<file path="config.mk">
export PLATFORM = sky130hd
export DESIGN_NAME = lcd_pattern_gen
export DESIGN_NICKNAME = d
export VERILOG_FILES = /design/src/rtl/lcd_pkg.sv /design/src/rtl/key_debounce.sv /design/src/rtl/lcd_pattern_gen.sv
export SDC_FILE = /design/constraint.sdc
export NUM_CORES = 1
export LEC_CHECK = 0
export CAP_MARGIN = 5
export CORE_MARGIN = 2
export CORE_UTILIZATION = 40
export CTS_CLUSTER_DIAMETER = 200
export DETAILED_ROUTE_END_ITERATION = 10
export GPL_TIMING_DRIVEN = 0
export PLACE_DENSITY = 0.6
export SYNTH_ARGS = -nofsm -noshare
export SYNTH_HDL_FRONTEND = slang
export SYNTH_SLANG_ARGS = --single-unit
</file>
<file path="constraint.sdc">
create_clock -name lcd_clk -period 6.6 [get_ports lcd_clk]
set_clock_uncertainty 0.1 [all_clocks]
set_input_delay 1.65 -clock lcd_clk [delete_from_list [all_inputs] [get_ports lcd_clk]]
set_output_delay 1.65 -clock lcd_clk [all_outputs]
set_load 0.005 [all_outputs]
</file>
<file path="src/rtl/lcd_pkg.sv">
// Shared constants, pattern encodings and colour table for the LCD pattern generator.
package lcd_pkg;

    localparam int unsigned H_ACTIVE_DEF = 800;
    localparam int unsigned V_ACTIVE_DEF = 480;
    localparam int unsigned RGB_W        = 6;
    localparam int unsigned PAT_NUM      = 5;
    localparam int unsigned PAT_W        = 3;
    localparam int unsigned X_W          = 11;
    localparam int unsigned Y_W          = 10;
    localparam int unsigned CHECK_CELL   = 40;
    localparam int unsigned SCROLL_W     = 32;
    localparam int unsigned GREY_MUL     = 41;
    localparam int unsigned GREY_SHIFT   = 9;

    localparam logic [PAT_W-1:0] PAT_BARS    = 3'd0;
    localparam logic [PAT_W-1:0] PAT_GREY    = 3'd1;
    localparam logic [PAT_W-1:0] PAT_CHECKER = 3'd2;
    localparam logic [PAT_W-1:0] PAT_SOLID   = 3'd3;
    localparam logic [PAT_W-1:0] PAT_SCROLL  = 3'd4;

    typedef struct packed {
        logic [RGB_W-1:0] r;
        logic [RGB_W-1:0] g;
        logic [RGB_W-1:0] b;
    } rgb_t;

    localparam rgb_t C_WHITE   = '{r: 6'd63, g: 6'd63, b: 6'd63};
    localparam rgb_t C_YELLOW  = '{r: 6'd63, g: 6'd63, b: 6'd0};
    localparam rgb_t C_CYAN    = '{r: 6'd0,  g: 6'd63, b: 6'd63};
    localparam rgb_t C_GREEN   = '{r: 6'd0,  g: 6'd63, b: 6'd0};
    localparam rgb_t C_MAGENTA = '{r: 6'd63, g: 6'd0,  b: 6'd63};
    localparam rgb_t C_RED     = '{r: 6'd63, g: 6'd0,  b: 6'd0};
    localparam rgb_t C_BLUE    = '{r: 6'd0,  g: 6'd0,  b: 6'd63};
    localparam rgb_t C_BLACK   = '{r: 6'd0,  g: 6'd0,  b: 6'd0};

    function automatic rgb_t colour_lut(input logic [2:0] idx);
        case (idx)
            3'd0:    return C_WHITE;
            3'd1:    return C_YELLOW;
            3'd2:    return C_CYAN;
            3'd3:    return C_GREEN;
            3'd4:    return C_MAGENTA;
            3'd5:    return C_RED;
            3'd6:    return C_BLUE;
            default: return C_BLACK;
        endcase
    endfunction

endpackage

</file>
<file path="src/rtl/key_debounce.sv">
// User key conditioner: two-flop synchronizer plus level debouncer, one-cycle press pulse out.
module key_debounce #(
    parameter int unsigned DEBOUNCE_CYCLES = 200000
) (
    input  logic clk,
    input  logic rst_n,
    input  logic key_raw,
    output logic press
);

    localparam int unsigned CNT_W = (DEBOUNCE_CYCLES > 1) ? $clog2(DEBOUNCE_CYCLES) : 1;
    localparam logic [CNT_W-1:0] CNT_MAX = CNT_W'(DEBOUNCE_CYCLES - 1);

    logic             sync1_q, sync1_d;
    logic             sync2_q, sync2_d;
    logic             key_db_q, key_db_d;
    logic             press_q, press_d;
    logic [CNT_W-1:0] cnt_q, cnt_d;

    // Released level (1) is the reset state so no press is seen out of reset.
    always_ff @(posedge clk or negedge rst_n) begin
        if (!rst_n) begin
            sync1_q  <= 1'b1;
            sync2_q  <= 1'b1;
            key_db_q <= 1'b1;
            press_q  <= 1'b0;
            cnt_q    <= '0;
        end else begin
            sync1_q  <= sync1_d;
            sync2_q  <= sync2_d;
            key_db_q <= key_db_d;
            press_q  <= press_d;
            cnt_q    <= cnt_d;
        end
    end

    // Count while the synced level disagrees; any agreement restarts the count.
    always_comb begin
        sync1_d  = key_raw;
        sync2_d  = sync1_q;
        key_db_d = key_db_q;
        press_d  = 1'b0;
        cnt_d    = '0;
        if (sync2_q != key_db_q) begin
            if (cnt_q == CNT_MAX) begin
                key_db_d = sync2_q;
                press_d  = ~sync2_q;
            end else begin
                cnt_d = cnt_q + 1'b1;
            end
        end
    end

    assign press = press_q;

endmodule

</file>
<file path="src/rtl/lcd_pattern_gen.sv">
// Test-pattern pixel source for lcd_timing, 2-cycle latency. Optional LCD_BORDER_EN forces
// a white one-pixel frame around the active area.
module lcd_pattern_gen
    import lcd_pkg::*;
#(
    parameter int unsigned H_ACTIVE        = H_ACTIVE_DEF,
    parameter int unsigned V_ACTIVE        = V_ACTIVE_DEF,
    parameter int unsigned DEBOUNCE_CYCLES = 200000,
    parameter int unsigned BAR_SPEED       = 4
) (
    input  logic             lcd_clk,
    input  logic             rst_n,
    input  logic             uset_key,
    input  logic             pix_req,
    input  logic [X_W-1:0]   pix_x,
    input  logic [Y_W-1:0]   pix_y,
    input  logic             frame_start,
    output logic             pix_valid,
    output logic [RGB_W-1:0] pix_r,
    output logic [RGB_W-1:0] pix_g,
    output logic [RGB_W-1:0] pix_b,
    output logic [PAT_W-1:0] pattern_idx
);

    localparam int unsigned D_W   = X_W + 1;
    localparam int unsigned BAR_W = H_ACTIVE / 8;

    logic key_press;

    logic [PAT_W-1:0] pending_q, pending_d;
    logic [PAT_W-1:0] pattern_q, pattern_d;
    logic [X_W-1:0]   offset_q, offset_d;
    logic [5:0]       frame_cnt_q, frame_cnt_d;
    logic [2:0]       solid_q, solid_d;

    logic             req1_q, req1_d;
    logic             inr1_q, inr1_d;
    logic [X_W-1:0]   x1_q, x1_d;
    logic [Y_W-1:0]   y1_q, y1_d;

    logic             valid_q, valid_d;
    rgb_t             rgb_q, rgb_d;

    logic [D_W-1:0]   offset_sum;
    logic [2:0]       bar_idx;
    logic [16:0]      grey_prod;
    logic [RGB_W-1:0] grey_lvl;
    logic [D_W-1:0]   scroll_diff;
    logic             chk_odd;
    rgb_t             colour;

    key_debounce #(
        .DEBOUNCE_CYCLES(DEBOUNCE_CYCLES)
    ) u_key_debounce (
        .clk    (lcd_clk),
        .rst_n  (rst_n),
        .key_raw(uset_key),
        .press  (key_press)
    );

    always_ff @(posedge lcd_clk or negedge rst_n) begin
        if (!rst_n) begin
            pending_q   <= '0;
            pattern_q   <= '0;
            offset_q    <= '0;
            frame_cnt_q <= '0;
            solid_q     <= '0;
            req1_q      <= 1'b0;
            inr1_q      <= 1'b0;
            x1_q        <= '0;
            y1_q        <= '0;
            valid_q     <= 1'b0;
            rgb_q       <= '0;
        end else begin
            pending_q   <= pending_d;
            pattern_q   <= pattern_d;
            offset_q    <= offset_d;
            frame_cnt_q <= frame_cnt_d;
            solid_q     <= solid_d;
            req1_q      <= req1_d;
            inr1_q      <= inr1_d;
            x1_q        <= x1_d;
            y1_q        <= y1_d;
            valid_q     <= valid_d;
            rgb_q       <= rgb_d;
        end
    end

    // Key selection and per-frame state; frame_start latches the old pending value.
    always_comb begin
        pending_d   = pending_q;
        pattern_d   = pattern_q;
        offset_d    = offset_q;
        frame_cnt_d = frame_cnt_q;
        solid_d     = solid_q;
        offset_sum  = {1'b0, offset_q} + D_W'(BAR_SPEED);
        if (key_press) begin
            pending_d = (pending_q == PAT_W'(PAT_NUM - 1)) ? '0 : pending_q + 3'd1;
        end
        if (frame_start) begin
            pattern_d   = pending_q;
            offset_d    = (offset_sum >= D_W'(H_ACTIVE)) ? X_W'(offset_sum - D_W'(H_ACTIVE))
                                                         : X_W'(offset_sum);
            frame_cnt_d = frame_cnt_q + 6'd1;
            if (frame_cnt_q == 6'd63) begin
                solid_d = solid_q + 3'd1;
            end
        end
    end

    // Stage 1: capture request and range check.
    always_comb begin
        req1_d = pix_req;
        x1_d   = pix_x;
        y1_d   = pix_y;
        inr1_d = (pix_x < X_W'(H_ACTIVE)) && (pix_y < Y_W'(V_ACTIVE));
    end

    // Stage 2: pattern colour from the registered coordinates.
    always_comb begin
        bar_idx = '0;
        for (int unsigned i = 1; i < 8; i++) begin
            if (x1_q >= X_W'(i * BAR_W)) begin
                bar_idx = 3'(i);
            end
        end
        grey_prod   = 17'(x1_q) * 17'(GREY_MUL);
        grey_lvl    = RGB_W'(grey_prod >> GREY_SHIFT);
        scroll_diff = (x1_q >= offset_q) ? ({1'b0, x1_q} - {1'b0, offset_q})
                                         : ({1'b0, x1_q} + D_W'(H_ACTIVE) - {1'b0, offset_q});
        chk_odd     = (((x1_q / X_W'(CHECK_CELL)) + X_W'(y1_q / Y_W'(CHECK_CELL))) % X_W'(2)) != '0;

        case (pattern_q)
            PAT_BARS:    colour = colour_lut(bar_idx);
            PAT_GREY:    colour = '{r: grey_lvl, g: grey_lvl, b: grey_lvl};
            PAT_CHECKER: colour = chk_odd ? C_BLACK : C_WHITE;
            PAT_SOLID:   colour = colour_lut(solid_q);
            PAT_SCROLL:  colour = (scroll_diff < D_W'(SCROLL_W)) ? C_WHITE : C_BLUE;
            default:     colour = C_BLACK;
        endcase

`ifdef LCD_BORDER_EN
        if ((x1_q == '0) || (x1_q == X_W'(H_ACTIVE - 1)) ||
            (y1_q == '0) || (y1_q == Y_W'(V_ACTIVE - 1))) begin
            colour = C_WHITE;
        end
`endif

        valid_d = req1_q;
        rgb_d   = (req1_q && inr1_q) ? colour : '0;
    end

    assign pix_valid   = valid_q;
    assign pix_r       = rgb_q.r;
    assign pix_g       = rgb_q.g;
    assign pix_b       = rgb_q.b;
    assign pattern_idx = pattern_q;

endmodule
</file>
==> impl_metrics.json <==
{
  "yosysUniqueCellTypes": 75,
  "ys_seq_elements": 85,
  "cts.sinks": 85,
  "clock_latency_ns": 0.34,
  "hpwlAfterDp_um": 10600,
  "h-tree-depth": 3,
  "cts_resized": 0,
  "avgViaCountPerCell": 5.52,
  "drc_errors": 0,
  "place_area_mm2": 0.00678,
  "die_w_um": 127,
  "ys.warnings.count": 0,
  "fin_area_mm2": 0.00706,
  "path_max_fanout": 10,
  "regArea_mm2": 0.00213,
  "powerDensity_mw_per_mm2": 281,
  "n_fill_cell": 1391,
  "num_vias": 4931,
  "setup_viol": 0,
  "wl_um": 14000,
  "post-cts-setup-buffers": 0,
  "critPathSlowestCell": "fa_1",
  "max_stage_delay_ns": 0.58,
  "p_leak_nw": 3.09,
  "sw_frac_of_total_pct": 38.6,
  "antenna_left": 0,
  "comb_power_share_pct": 42.5,
  "postSynth.asyncResetShare_pct": 100,
  "period_minus_slack_ns": 4.11,
  "numPortBuffers": 44,
  "cp-end-kind": "flip-flop",
  "drv_slew": 0,
  "worstSetupPathType": "reg -> reg",
  "grt_pass1_vias": 4818,
  "ir_worst_vdd_mv": 0.104,
  "synth_top_flop_cell": "dfrtp_1",
  "cp_cell_sequence": "clkbuf_1 > inv_1 > fa_1 > nor2b_1 > a211o_1 > a221oi_2 > nor3_1 > a2111o_1 > a211oi_1 > a31oi_1 > buf_2 > a41oi_1",
  "cp-start-kind": "flip-flop",
  "synth_edf_count": 0,
  "cts_tree": "yes",
  "timing.final.crit_share_pct": 62.2,
  "cts-root-buf": "clkbuf_16",
  "synthCells": 644,
  "firstDrtPassIters": 5,
  "clkTransAtPathRegs_ns": 0.06,
  "clockBufferDepth": 2,
  "syn2layout_area_growth_pct": 16.1,
  "utilization_pct": 47.0,
  "layout-drive-gt1-share_pct": 7.38,
  "grt.overflow.total": 0,
  "start_util_pct": 40.4,
  "antennaDiodeCount": 0,
  "finalSetupTns_ns": 0,
  "rsz0062_at_grt": "false",
  "drtIter0Drc": 238,
  "final_common_cell": "dfrtp_1",
  "cts_made_buffers": 9,
  "ys_seq_area_share_pct": 35.0,
  "grt_max_degree": 75,
  "layout_common_cells": "82 x dfrtp_1, 67 x ha_1, 57 x inv_1",
  "tightest_slew_ns": 0.701,
  "hp-class": "reg -> reg",
  "track_usage_pct": 18.2,
  "postSynthAreaPerCell_um2": 9.44,
  "gp_congestion": 0.911,
  "antenna_found_initial": 0,
  "chipHeight_um": 127,
  "status": "complete, no violations",
  "cts-hold-fix-buffers": 0,
  "io_pins": 48,
  "syn_nets": 746,
  "finalHoldViolations": 0,
  "slew_headroom_pct": 52.7,
  "row_count": 45,
  "switchingPower_mw": 0.766,
  "fmax_ghz": 0.243,
  "cp.arrival_ns": 4.24,
  "multi_input_area_mm2": 0.00361,
  "core_region_area_mm2": 0.0150,
  "power_frac_clock_pct": 24.2,
  "wire_per_inst_um": 15.6,
  "seqPwrFrac_pct": 33.3,
  "die_area_mm2": 0.0162,
  "p_int_mw": 1.22,
  "maxCapViolCount": 0,
  "nets": 802,
  "syn-cell-area_mm2": 0.00608,
  "grt_pass1_wl_um": 23700,
  "cp_data_required_time_ns": 6.74
}
## registers in the layout (all words and copies together) (netlist names), 3 cells and up
register and count:
y1_q 7, pending_q 3, frame_cnt_q 6, pattern_idx 3
pix_g 6, solid_q 3, pix_b 6, offset_q 9
pix_r 6, x1_q 11, u_key_debounce.cnt_q 18
## final timing paths
path                                             start  slack (ns)  cells after the start                 endpoint
worst max-delay path                           x1_q[4]        2.49                     12                 pix_r[2]
worst min-delay path            u_key_debounce.sync1_q        0.26                      0   u_key_debounce.sync2_q
worst max register to register                 x1_q[4]        2.49                     12                 pix_r[2]
worst min register to register  u_key_debounce.sync1_q        0.26                      0   u_key_debounce.sync2_q
max in group asynchronous                        rst_n        4.71                      2  u_key_debounce.key_db_q
min in group asynchronous                        rst_n        1.05                      1              offset_q[6]
## layer usage
layer / wire length [um] / global-route usage, % / share of wire, % / up-vias
li1: - / - / - / 2402
met1: 6510 / 25.0 / 47 / 2388
met2: 6630 / 29.2 / 48 / 118
met3: 523 / 3.43 / 3.7 / 23
met4: 284 / 6.01 / 2.0 / 0
met5: 0 / 0 / 0 / -
## cell usage after synthesis (all sizes together) (7+ instances only)
master  number  share of area, %
dfrtp       82                34
ha          67                14
inv         59               3.6
nor2        47               2.9
nand2       45               2.8
xnor2       32               4.6
o21ai       26               2.2
a21oi       22               1.9
nand3       20               1.6
clkbuf      18               1.1
nor3        17               1.4
nand4       15               1.5
xor2        14               2.0
a31oi       13               1.3
a41oi       12               2.2
nor2b       11               1.1
and3        10               1.0
buf          9              0.88
fa           9               3.0
o211ai       9               1.1
nand2b       7              0.72
nand3b       7              0.86
## power groups by stage
| stage | clock network (mW) | logic, mW | registers [mW] |
|---|---|---|---|
| 2_1_floorplan | 0 | 0.649 | 0.646 |
| 3_3_place_gp | 0 | 0.797 | 0.667 |
| 3_5_place_dp | 0 | 0.831 | 0.670 |
| 4_1_cts | 0.499 | 0.841 | 0.662 |
| 5_1_grt | 0.521 | 0.954 | 0.676 |
| 6_report | 0.480 | 0.843 | 0.662 |
## layout make-up
type                       count  area share [%]
multi-input combinational    473            51.1
clock inverter                 5           0.496
timing repair buffer          45            6.59
tap                          188            3.33
inverter                      59            3.14
clock buffer                  11            3.44
buffer                        27            1.72
sequential                    85            30.2
## worst max-delay path: cells and delay by family, from the launching register on
kind                     cells  cell delay, ns
flip-flops                   1            0.48
adder cells (fa/ha/maj)      1            0.58
buffers and inverters        3            0.89
AND/OR/NAND/NOR              2            0.19
AO/OA/AOI/OAI                6            1.75
## logic make-up after synthesis
logic type,share of synthesized area [%]
compound gates,15.9
xor+xnor,6.63
fa+ha+maj,17.1
buf+inv,5.64
flops,35.0
mux,2.30
simple gates,17.4
## stage by stage
stage / std cells / total power [mW] / hold slack (ns) / worst slack (ns)
2_1_floorplan: 644 / 1.30 / 0.245 / 3.28
3_3_place_gp: 876 / 1.46 / 0.247 / 0.772
3_5_place_dp: 877 / 1.50 / 0.247 / 2.54
4_1_cts: 893 / 2.00 / 0.257 / 2.52
5_1_grt: 893 / 2.15 / 0.265 / 2.25
6_report: 893 / 1.99 / 0.257 / 2.49
Power figures use the tool's default switching activity.
